## config.mk

```make
export PLATFORM = sky130hd
export DESIGN_NAME = debounce_ctrl
export DESIGN_NICKNAME = d
export VERILOG_FILES = /design/src/rtl/debounce_pkg.sv /design/src/rtl/debounce_timer.sv /design/src/rtl/debounce_ctrl.sv
export SDC_FILE = /design/constraint.sdc
export NUM_CORES = 1
export LEC_CHECK = 0
export CAP_MARGIN = 0
export CORE_ASPECT_RATIO = 0.5
export CORE_MARGIN = 5
export CORE_UTILIZATION = 30
export DETAILED_ROUTE_END_ITERATION = 12
export GPL_TIMING_DRIVEN = 0
export HOLD_SLACK_MARGIN = 0.05
export PLACE_DENSITY = 0.52
export RECOVER_POWER = 50
export SLEW_MARGIN = 20
export SYNTH_ARGS = -nofsm -noshare
export SYNTH_HDL_FRONTEND = slang
export SYNTH_HIERARCHICAL = 1
export SYNTH_SLANG_ARGS = --single-unit
```

## constraint.sdc

```tcl
create_clock -name clk -period 3 [get_ports clk]
set_input_delay 0.6 -clock clk [delete_from_list [all_inputs] [get_ports clk]]
set_output_delay 0.6 -clock clk [all_outputs]
set_load 0.01 [all_outputs]
```

## src/rtl/debounce_pkg.sv

```systemverilog
// Shared state encoding and timer sizing helper for the debounce controller.
package debounce_pkg;

    typedef enum logic [1:0] {
        STABLE_LOW  = 2'b00,
        CHECK_HIGH  = 2'b01,
        STABLE_HIGH = 2'b11,
        CHECK_LOW   = 2'b10
    } dbnc_state_e;

    // Wide enough to hold STABLE_TICKS-1, never narrower than one bit.
    function automatic int timer_width(input int ticks);
        return (ticks <= 2) ? 1 : $clog2(ticks);
    endfunction

endpackage

```

## src/rtl/debounce_timer.sv

```systemverilog
// Tick-enabled stability timer with synchronous clear; done is combinational
// and flags the tick that completes STABLE_TICKS qualifying ticks.
module debounce_timer
    import debounce_pkg::*;
#(
    parameter int STABLE_TICKS = 1000,
    parameter int TW           = timer_width(STABLE_TICKS)
) (
    input  logic clk,
    input  logic rst_n,
    input  logic clr,
    input  logic tick,
    output logic done
);

    localparam logic [TW-1:0] LAST = TW'(STABLE_TICKS - 1);

    logic [TW-1:0] count_q;
    logic [TW-1:0] count_d;

    assign done = tick && (count_q == LAST);

    // Holding at LAST on the completing tick keeps the count from ever wrapping.
    always_comb begin
        count_d = count_q;
        if (clr) begin
            count_d = '0;
        end else if (tick && !done) begin
            count_d = count_q + TW'(1);
        end
    end

    always_ff @(posedge clk or negedge rst_n) begin
        if (!rst_n) begin
            count_q <= '0;
        end else begin
            count_q <= count_d;
        end
    end

endmodule

```

## src/rtl/debounce_ctrl.sv

```systemverilog
// Debounces a synchronized level: 1 clock to enter a check, then STABLE_TICKS ticks.
// Optional rise/fall one-cycle pulses exist only with DEBOUNCE_EDGE_EN defined.
module debounce_ctrl
    import debounce_pkg::*;
#(
    parameter int STABLE_TICKS = 1000,
    parameter int GLITCH_W     = 8
) (
    input  logic                clk,
    input  logic                rst_n,
    input  logic                sync_in,
    input  logic                tick,
    output logic                debounced,
    output logic                busy,
    output logic [GLITCH_W-1:0] glitch_cnt
`ifdef DEBOUNCE_EDGE_EN
    ,
    output logic                rise_pulse,
    output logic                fall_pulse
`endif
);

    dbnc_state_e         state_q, state_d;
    logic                timer_clr, timer_done;
    logic                accept_rise, accept_fall, abort;
    logic                debounced_q, debounced_d;
    logic                busy_q, busy_d;
    logic [GLITCH_W-1:0] glitch_q, glitch_d;

    debounce_timer #(.STABLE_TICKS(STABLE_TICKS)) u_timer (
        .clk   (clk),
        .rst_n (rst_n),
        .clr   (timer_clr),
        .tick  (tick),
        .done  (timer_done)
    );

    // A reverted input is tested before the tick, so an abort never counts.
    always_comb begin
        state_d     = state_q;
        timer_clr   = 1'b1;
        accept_rise = 1'b0;
        accept_fall = 1'b0;
        abort       = 1'b0;
        case (state_q)
            STABLE_LOW: begin
                if (sync_in) state_d = CHECK_HIGH;
            end
            CHECK_HIGH: begin
                if (!sync_in) begin
                    state_d = STABLE_LOW;
                    abort   = 1'b1;
                end else if (timer_done) begin
                    state_d     = STABLE_HIGH;
                    accept_rise = 1'b1;
                end else begin
                    timer_clr = 1'b0;
                end
            end
            STABLE_HIGH: begin
                if (!sync_in) state_d = CHECK_LOW;
            end
            CHECK_LOW: begin
                if (sync_in) begin
                    state_d = STABLE_HIGH;
                    abort   = 1'b1;
                end else if (timer_done) begin
                    state_d     = STABLE_LOW;
                    accept_fall = 1'b1;
                end else begin
                    timer_clr = 1'b0;
                end
            end
            default: state_d = STABLE_LOW;
        endcase
    end

    always_comb begin
        busy_d      = (state_d == CHECK_HIGH) || (state_d == CHECK_LOW);
        debounced_d = debounced_q;
        if (accept_rise) debounced_d = 1'b1;
        if (accept_fall) debounced_d = 1'b0;
        glitch_d = glitch_q;
        if (abort && !(&glitch_q)) glitch_d = glitch_q + GLITCH_W'(1);
    end

    always_ff @(posedge clk or negedge rst_n) begin
        if (!rst_n) begin
            state_q     <= STABLE_LOW;
            debounced_q <= 1'b0;
            busy_q      <= 1'b0;
            glitch_q    <= '0;
        end else begin
            state_q     <= state_d;
            debounced_q <= debounced_d;
            busy_q      <= busy_d;
            glitch_q    <= glitch_d;
        end
    end

    assign debounced  = debounced_q;
    assign busy       = busy_q;
    assign glitch_cnt = glitch_q;

`ifdef DEBOUNCE_EDGE_EN
    logic rise_q, fall_q;

    always_ff @(posedge clk or negedge rst_n) begin
        if (!rst_n) begin
            rise_q <= 1'b0;
            fall_q <= 1'b0;
        end else begin
            rise_q <= accept_rise;
            fall_q <= accept_fall;
        end
    end

    assign rise_pulse = rise_q;
    assign fall_pulse = fall_q;
`endif

endmodule

```

# Word-level counts from Yosys, hierarchy flattened
# Index checks and enable logic that the tools add are counted.
# word_totals
mem_bits_ro	0
in_bits	4
elab_cells	45
latchBits	0
memories	0
ff_bits	22
ram_bits	0
# classes
n_bitwise	0
n_mux	22
shift	0
n_reduce_logical	10
div	0
n_eq_ne	6
addsub	2
n_mul	0
order_cmp	0
# ops
operator	n
$mux 10	2
$mux 2	6
$mux 1	11
$add 10x1->10 const B	1
$eq 10x10->1 const B	1
$add 8x1->8 const B	1
$pmux 2 s4	1
$reduce_and 8->1	1
$eq 2x2->1 const B	3
$eq 2x1->1 const B	2
$pmux 1 s2	2
$reduce_bool 2->1	2
$logic_and 1x1->1	3
$logic_not 1->1	2
$logic_not 2->1	1
$logic_or 1x1->1	1

# Longest topological paths before layout
# logic_depth
word_depth	7
depth_mapped	11
ltp_nobuf	9

# Modules after synthesis
# Netlist, hierarchy kept.
# modules_own_cells
mod	seq_area_each_um2	instances	cells_per_inst	area_each_um2
debounce_ctrl	300.3	1	69	700.7
debounce_timer	250.2	1	64	600.6

# Worst setup path after synthesis
# No wires, ideal clock.
# synth_path
path_kind	register -> register
from	register u_timer.count_q[3]
to	register u_timer.count_q[0]
required_time_ps	2865
arrival_ps	2375
period_less_slack_ps	2510
path_stages_with_launch	11
setup_time_ps	135
slack_ps	490
cell_sequence	dfrtp_1 > nand4bb_1 > or2_1 > nor3_1 > o21ai_0 > a22oi_1 > nand2b_1 > clkbuf_1 > inv_1 > a31oi_1 > o211ai_1
# synth_between
elab_chain_cells	6
word_cells_on_any_way	10
cone_classes	1 x eq/ne; 5 x mux; 4 x reduce/logical
# synth_lines
element	line_no	source
start, declared	debounce_timer.sv:18	logic [TW-1:0] count_q;
start signal, assigned	debounce_timer.sv:37	count_q <= count_d;
$eq 10x10->1 *	debounce_timer.sv:21	assign done = tick && (count_q == LAST);
$logic_and 1x1->1 *	debounce_timer.sv:21	
net timer_done	debounce_ctrl.sv:24	logic timer_clr, timer_done;
$mux 1 *	debounce_ctrl.sv:53, debounce_ctrl.sv:67	
$mux 1, on equally long branches	debounce_ctrl.sv:64, debounce_ctrl.sv:50	
$pmux 1 s2 *	debounce_ctrl.sv:45	case (state_q)
net timer_clr	debounce_ctrl.sv:24	
$mux 10 / $reduce_bool 2->1 (equally long branches)	--	
# Mark *: on every way through the listed nets, which the timed path passes. The rest lies on a longest branch.
# A chain may end at the register's enable or synchronous reset.

# Final worst setup path
# layout_path
from	input tick
to	register u_timer.count_q[0]
# layout_between
elab_chain_cells	5
word_cells_on_any_way	9
cone_classes	5 x mux; 4 x reduce/logical
# layout_lines
element	line_no	source
start, declared	debounce_ctrl.sv:12	input logic tick,
$logic_and 1x1->1 *	debounce_timer.sv:21	
net timer_done	debounce_ctrl.sv:24	
$mux 1 *	debounce_ctrl.sv:53, debounce_ctrl.sv:67	
$mux 1, on equally long branches	debounce_ctrl.sv:64, debounce_ctrl.sv:50	
$pmux 1 s2 *	debounce_ctrl.sv:45	
net timer_clr	debounce_ctrl.sv:24	
$mux 10 / $reduce_bool 2->1 (equally long branches)	--	
# Marked as above.

==> summary.md <==
| Metric | Value |
|---|---|
| Synth Area in Simple Gates | 23.3% |
| Peak supply drop | 0.000235 V |
| Xor/xnor cell area share of the yosys netlist | 4.04% |
| DP HPWL | 1800 um |
| Drt pass-1 iters | 4 |
| Finished Layout Cells | 202 |
| Worst Tran Pin Value | 1.19 ns |
| Grt total ovfl | 0 |
| WL per Instance | 12.6 um |
| P&R area growth vs syn | 17.3% |
| Leakage power total | 0.000605 uW |
| Hold WC Path Type | reg2reg |
| Final period util | 90.4% |
| Top sig layer | met4 |
| Largest family of logic cells by synthesized area | simple AND/OR/NAND/NOR gates |
| Number of global-route vias before repair | 963 |
| Vias | 1030 |
| Postcts setup bufs | 0 |
| Gate count of the mapped netlist | 133 |
| Met2 wire len | 1050 um |
| Seq/Total Area, Yosys | 42.3% |
| CP endpoint kind | flip-flop |
| Power Density | 648 nW/um^2 |
| Initial DRC Count | 37 |
| Worst-Skew Late Latency | 0.26 ns |
| Flops & latches, synth | 22 |
| Avg Inst Size Synth | 9.78 um^2 |
| CP startpoint kind | input pin |
| Row cnt | 16 |
| Max_slew headroom | 20.8% |
| Crit path cell chain | clkdlybuf4s50_1, buf_4, inv_1, nor3_2, o21ai_0, a22oi_1, nand2b_1, clkbuf_2, inv_1, a31oi_1, o211ai_1 |
| Clock sinks | 22 |
| Pins Over Slew Limit | 0 |
| Core area | 4040 um^2 |
| Detail Route Antenna Nets | 0 |
| Synth top area cells | dfrtp_1, ha_1, a21oi_1 |
| Nets | 160 |
| Crit path largest cell delay | 0.49 ns |
| Most instantiated library cell after synthesis | dfrtp_1 |
| Final hold vios | 0 |
| Synth Net Count | 143 |
| Initial Utilization | 32.2% |
| Largest area contributor in the netlist | dfrtp_1 |
| Number of flops mapped to enable cells by yosys | 0 |
| Status | finished, final reports clean |
| Crit-path max FO | 10 |
| CP Class | in2reg |
| Fin crit period | 2.71 ns |
| Drc violations | 0 |
| CP max stage cell | clkdlybuf4s50_1 |
| Routability Congestion | 0.667 |
| Mux share of post-synthesis cell area | 3.65% |
| Num CTS Buffers | 3 |
| Crit path arrival time | 2.84 ns |
| Total negative slack | 0 ns |
| RSZ-0062 raised after global routing | false |
| Clock root cell | clkbuf_8 |
| Top cells by instance count after synthesis | dfrtp_1, a21oi_1, inv_1, nand2_1, nor2_1 |
| M1 WL | 1330 um |
| Post-Route WL | 2540 um |
| Mean number of vias per cell | 5.10 |
| Global-route wire length before repair | 4360 um |
| N_diodes | 0 |
| Initial antenna violation count | 0 |
| Synth unique cells | 44 |
| CP most frequent cell | inv_1 |
| Max Cap Viol | 0 |
| Clk buf depth | 2 |
| FMAX | 369 MHz |
| WL met3 | 125 um |
| Synth top area share | 42.3% |
| Share of post-route cells with drive strength above 1 | 10.1% |
| Area after DPL | 1490 um^2 |
| Worst hold margin | 0.539 ns |
| Post-synth top flop | dfrtp_1 |
| Synth Area in Adders | 5.77% |
| Fin area | 1530 um^2 |
| DIE AREA | 5830 um^2 |
| Core utilization of the finished layout | 37.7% |
| Dpl cells | 199 |
| Max Clock Skew | 0.00149 ns |
| Required @ worst endpoint | 3.13 ns |
| CTS H-tree lvls | 1 |
| Largest net degree at the start of global routing | 23 |
| Setup violators final | 0 |
| Synth Area in Compound Gates | 16.5% |
| FFs w/ async S/R, synth | 100% |
| Die Width | 103 um |
| PortBufs | 12 |
| Synth Warn # | 6 |
| Total track usage | 9.39% |
| CTS tree | done |
| DIE HEIGHT | 56.6 um |
| Worst-path clk slew | 0.08 ns |
| Post-synth design cell area | 1300 um^2 |
| I/O Pins | 14 |
| Fill count | 409 |
==> stage by stage <==
| stage | worst slack (ns) | total power (uW) |
|---|---|---|
| after floorplan | 0.490 | 660 |
| after global placement | -0.417 | 819 |
| after detailed placement | -0.405 | 821 |
| after CTS | 0.0745 | 1010 |
| after global routing | 0.0877 | 1060 |
| final | 0.289 | 989 |
==> timing repair <==
action                                 4_1_cts  5_1_grt
gates cloned                                 0        0
setup endpoints to repair                    2        3
gates resized for setup                      1        2
hold buffers                                 0        0
endpoints found under the hold margin        0        0
==> path summary, 6_finish.rpt <==
path | start | endpoint | slack [ns] | cells after the start
setup reg to reg | u_timer/count_q[3] | u_timer/count_q[0] | 0.38 | 10
min in group asynchronous | rst_n | u_timer/count_q[1] | 0.56 | 1
setup / recovery | tick | u_timer/count_q[0] | 0.29 | 11
hold reg to reg | glitch_cnt[0] | glitch_cnt[0] | 0.54 | 1
max in group asynchronous | rst_n | glitch_cnt[4] | 1.73 | 1
hold / removal | glitch_cnt[0] | glitch_cnt[0] | 0.54 | 1
==> report_power, final <==
part	internal [uW]	switching, uW
clock network	89.5	91.1
registers	359	75.6
logic	186	188
==> kinds of logic after synthesis <==
kind of cell	after synthesis
XOR/XNOR	6
AND/OR/NAND/NOR	50
AO/OA/AOI/OAI	33
flip-flops	22
buffers and inverters	12
multiplexers	4
adder cells (fa/ha/maj)	6
==> sequential cells by signal (all words and copies together) (netlist names) <==
signal,cells
busy,1
debounced,1
glitch_cnt,8
state_q,2
u_timer/count_q,10
==> layout make-up <==
class / instances / area [um^2] / area share (%)
Timing Repair Buffer: 12 / 114 / 7.46
Inverter: 8 / 30.0 / 1.97
Tap cell: 54 / 67.6 / 4.43
Buffer: 4 / 28.8 / 1.89
Clock buffer: 3 / 41.3 / 2.70
Multi-Input combinational cell: 99 / 694 / 45.5
Sequential cell: 22 / 551 / 36.1
==> worst max-delay path: cells and delay by family <==
| family | cells | cell delay [ns] |
|---|---|---|
| and+or+nand+nor | 2 | 0.52 |
| buffers and inverters | 5 | 1.15 |
| AOI/OAI and AO/OA | 4 | 0.57 |
==> layer usage <==
layer / GRT usage, % / up-vias
li1: - / 518
met1: 13.3 / 493
met2: 13.3 / 17
met3: 3.71 / 2
met4: 2.21 / 0
met5: 0 / -
==> placed cells by master (no fill, tap or decap), types with 3 or more instances in the layout <==
cell type,Yosys,final
dfrtp_1,22,22
a21oi_1,12,12
clkdlybuf4s50_1,0,10
inv_1,8,8
nand2_1,8,8
nor2_1,7,7
nand3_1,6,6
ha_1,6,6
nand2b_1,5,5
o21ai_0,5,5
o31ai_1,4,4
or4_1,4,4
xor2_1,3,3
nand4_1,3,3
xnor2_1,3,3
clkbuf_8,0,3
Note: power is estimated with default switching activity, not from simulation.
